[src/rtl/delay_timer.sv]
// Delay-instruction timer: loads a tick count when the PC holds a delay
// instruction, counts prescaled timebase ticks, then pulses count_done once.
module delay_timer #(
  parameter int PRESCALE = 100000,
  parameter int CNT_W    = 16
) (
  input  logic             clk,
  input  logic             rst,
  input  logic             delay,
  input  logic             abort,
  input  logic [CNT_W-1:0] delay_val,
  output logic             count_done,
  output logic             busy,
  output logic [CNT_W-1:0] remaining,
  output logic [1:0]       dbg_state
);

  localparam int PRE_W = (PRESCALE > 1) ? $clog2(PRESCALE) : 1;
  localparam logic [PRE_W-1:0] PRE_MAX = PRE_W'(PRESCALE - 1);

  typedef enum logic [1:0] {
    S_IDLE  = 2'd0,
    S_COUNT = 2'd1,
    S_DONE  = 2'd2
  } state_t;

  state_t           state_q, state_d;
  logic [PRE_W-1:0] pre_q, pre_d;
  logic [CNT_W-1:0] rem_q, rem_d;
  logic             done_q, done_d;
  logic             busy_q, busy_d;

  always_ff @(posedge clk) begin
    if (rst) begin
      state_q <= S_IDLE;
      pre_q   <= '0;
      rem_q   <= '0;
      done_q  <= 1'b0;
      busy_q  <= 1'b0;
    end else begin
      state_q <= state_d;
      pre_q   <= pre_d;
      rem_q   <= rem_d;
      done_q  <= done_d;
      busy_q  <= busy_d;
    end
  end

  always_comb begin
    state_d = state_q;
    pre_d   = pre_q;
    rem_d   = rem_q;
    case (state_q)
      S_IDLE: begin
        pre_d = '0;
        rem_d = '0;
        // A halt always wins: abort blocks a load even with delay held high.
        if (delay && !abort) begin
          if (delay_val != '0) begin
            rem_d   = delay_val;
            state_d = S_COUNT;
          end else begin
            state_d = S_DONE;
          end
        end
      end
      S_COUNT: begin
        if (abort || !delay) begin
          state_d = S_IDLE;
          rem_d   = '0;
          pre_d   = '0;
        end else if (pre_q == PRE_MAX) begin
          pre_d = '0;
          if (rem_q != '0) rem_d = rem_q - CNT_W'(1);
          if (rem_q <= CNT_W'(1)) state_d = S_DONE;
        end else begin
          pre_d = pre_q + PRE_W'(1);
        end
      end
      S_DONE: begin
        // The pulse is never cut short, even by abort.
        state_d = S_IDLE;
        rem_d   = '0;
        pre_d   = '0;
      end
      default: begin
        state_d = S_IDLE;
        rem_d   = '0;
        pre_d   = '0;
      end
    endcase
  end

  assign done_d = (state_d == S_DONE);
  assign busy_d = (state_d != S_IDLE);

  assign count_done = done_q;
  assign busy       = busy_q;
  assign remaining  = rem_q;
  assign dbg_state  = state_q;

endmodule

[config.mk]
export PLATFORM = sky130hd
export DESIGN_NAME = delay_timer
export DESIGN_NICKNAME = d
export VERILOG_FILES = /design/src/rtl/delay_timer.sv
export SDC_FILE = /design/constraint.sdc
export NUM_CORES = 1
export LEC_CHECK = 0
export BUFFER_PORTS_ARGS = -buffer_cell sky130_fd_sc_hd__buf_2
export CAP_MARGIN = 20
export CORE_MARGIN = 1
export CORE_UTILIZATION = 49
export DETAILED_ROUTE_END_ITERATION = 12
export PLACE_DENSITY_LB_ADDON = 0.2
export SYNTH_ARGS = -nofsm -noshare
export SYNTH_HDL_FRONTEND = slang
export SYNTH_SLANG_ARGS = --single-unit
[constraint.sdc]
create_clock -name clk -period 2.2 [get_ports clk]
set_clock_uncertainty 0.15 [all_clocks]
set_input_delay 0.33 -clock clk [delete_from_list [all_inputs] [get_ports clk]]
set_output_delay 0.33 -clock clk [all_outputs]
set_load 0.02 [all_outputs]
==> metrics.txt <==
status=finished, final reports clean; Vias/cell=5.480; die area=between 4000 and 5000 um^2; Distinct cells, synth=between 40 and 50; clock-pin slew on the worst setup and hold paths=0.08 ns; setup ws final=roughly 0.18 ns; sequential cell area fraction in the yosys report=0.3764; CTS Buf Count=5; ys async rst share=0; synth top area cells=dfxtp_1 (38%), o2bb2ai_2 (7.6%), xor2_1 (6.7%); routing usage on met1=0.2618; # nets final=278; footprint of the multi-input gates=approximately 1200 um^2; Place WS=0.03253 ns; Die Y=between 60 and 70 um; Worst R2R Path Depth=8; total power=1.563 mW; CP Data Arrival Time=2.11 ns; Critical R2R Launch=remaining[1]$_SDFFE_PP0P_; Hold Crit Start=rst; Max Fclk=0.4950 GHz; Area Growth Syn to Fin=23.33%; Core Util, Final=0.6484; Post-CTS Resized=0; critical path class=reg2reg; Die W=65.38 um; fin area=2427 um^2; GRT busiest layer=met2; Total Wirelength=4270 um; Filler cells=approximately 330; ys flop type=dfxtp_1; Reg power frac=0.449; post-synth top area cell=dfxtp_1; WL/cell=14.05 um; Crit. End Element=register; FF/Latch Area=740.7 um^2; internal power=between 1 and 1.5 mW; Mapped Cells=206; Rel. slew slack=0.5877; M3 GR Usage=0.05729; Top Ports=40; yosys warns=0; Hold Path Depth=2; CTS tree=yes; EDFF count, synth=0; Hold Fails Final Rpt=0; Synthesized Nets=229; Initial Util=0.5257; switching power=~0.39 mW; first-pass GRT wire length=between 7000 and 8000 um; Post-CTS Hold Buffers=0; met2 Track Usage GR=0.3724; DRT iter0 DRCs=80; Final Non-Filler Cells=about 300; hold crit path type=in2reg; Fin Setup TNS=0 ns; fraction of layout cells with a size suffix above 1=0.3047; Yosys reg bits=37; Slew Viols, Final=0; crit share post-route=0.9183; PD cells=~640 nW/um^2; clock root buffer=clkbuf_8; setup repair bufs after CTS=0; max cap viols=0; GRT Util Overall=0.2170; synthesized area per cell=around 9.6 um^2; Worst Tran Pin Value=around 0.62 ns; Post-Place Cell Area=2307 um^2; num rows=22; via count=1666; crit path launch=remaining[1]$_SDFFE_PP0P_; largest net degree at the start of global routing=18; minimum clock period=2.020 ns; GP Congestion=0.7938; residual DRC count=0; Port Buffers=39; initial antenna violation count=0; DP HPWL=2983 um; RSZ-0062 raised after global routing=no; clock sinks=37; Max FO, Critical Path=16; Worst EP required=around 2.3 ns; top cell type's share of synthesized area=0.3764; DRT Pass-1 Iters=4; vias in the first global route=1518; sw frac=0.2526; setup violators final=0; leakage=0.9447 nW; placed cells=296; critical path launch point type=register; htree depth=2; gr ovfl total=0; hold slack=0.1651 ns; Netlist Area Pre-Place=1968 um^2; clock share of power=0.395; Max Buffers Root-to-Sink=2; Logic pwr share=0.156; Worst-Skew Late Latency=0.29 ns; Core ar.=3744 um^2; antenna cells=0; Max VDD drop=0.3453 mV; post-route ant nets=0
[flip-flops by register name, summed over array words and instances, names as in the netlist]
| signal | flops |
|---|---|
| busy | 1 |
| count_done | 1 |
| dbg_state | 2 |
| pre_q | 17 |
| remaining | 16 |
[logic make-up after synthesis]
group / count (synthesis) / synth area share
AND/OR/NAND/NOR: 87 / 0.2556
flip-flops: 37 / 0.3764
AO/OA/AOI/OAI: 38 / 0.1894
adder cells (fa/ha/maj): 3 / 0.01907
XOR/XNOR: 28 / 0.1246
buffers and inverters: 13 / 0.03496
[metal layers]
metal,vias to the layer above,wire length (um)
met3,6,148
li1,855,-
met5,-,0
met1,774,2002
met4,0,43
met2,31,2075
[cell usage in the layout, fill, tap and decap left out, types with 6 or more instances in the layout]
cell	count
buf_2	39
dfxtp_1	37
nor2_1	28
xor2_1	15
a22oi_1	14
xnor2_1	13
nand2_1	11
o2bb2ai_2	10
buf_4	10
nor4_1	7
nand3_1	7
nand4_1	6
o2bb2ai_1	6
clkbuf_8	6
[Yosys cell counts, types with 6 or more instances]
| master | number |
|---|---|
| o2bb2ai_1 | 6 |
| nand2_1 | 11 |
| dfxtp_1 | 37 |
| nor4_1 | 7 |
| clkbuf_1 | 6 |
| xor2_1 | 15 |
| nand4_1 | 6 |
| xnor2_1 | 13 |
| nor2_1 | 28 |
| o2bb2ai_2 | 10 |
| a22oi_1 | 14 |
| nand3_1 | 7 |
[worst paths after layout]
path / to / slack, ns
max: remaining[1]$_SDFFE_PP0P_ / 0.18
min: busy$_SDFF_PP0_ / 0.17
max reg2reg: remaining[1]$_SDFFE_PP0P_ / 0.18
min reg2reg: pre_q[0]$_SDFF_PP0_ / 0.32
[final cells by class]
cell class / instances / share of cell area
well taps: 48 / 0.02474
clock inverters: 2 / 0.01546
clock buffers: 6 / 0.03402
flip-flops and latches: 37 / 0.3052
repair buffers: 52 / 0.1361
inverters: 3 / 0.004639
multi-input cells: 156 / 0.4799
[critical path, stage by stage, from the launching register on]
cell and delay (ns):
dfxtp_1 0.33, inv_1 0.08, ha_1 0.21, nor3b_4 0.23, nand2_2 0.09, or3_4 0.37
a21oi_4 0.18, buf_12 0.18, a22o_1 0.14
[power groups by stage]
stage	Combinational, mW	Sequential, mW	Clock (mW)
floorplan	0.148	0.729	0
global placement	0.240	0.717	0
detailed placement	0.241	0.717	0
CTS	0.244	0.701	0.632
global route	0.266	0.704	0.671
finish	0.243	0.702	0.618
Note: power is estimated with default switching activity, not from simulation.
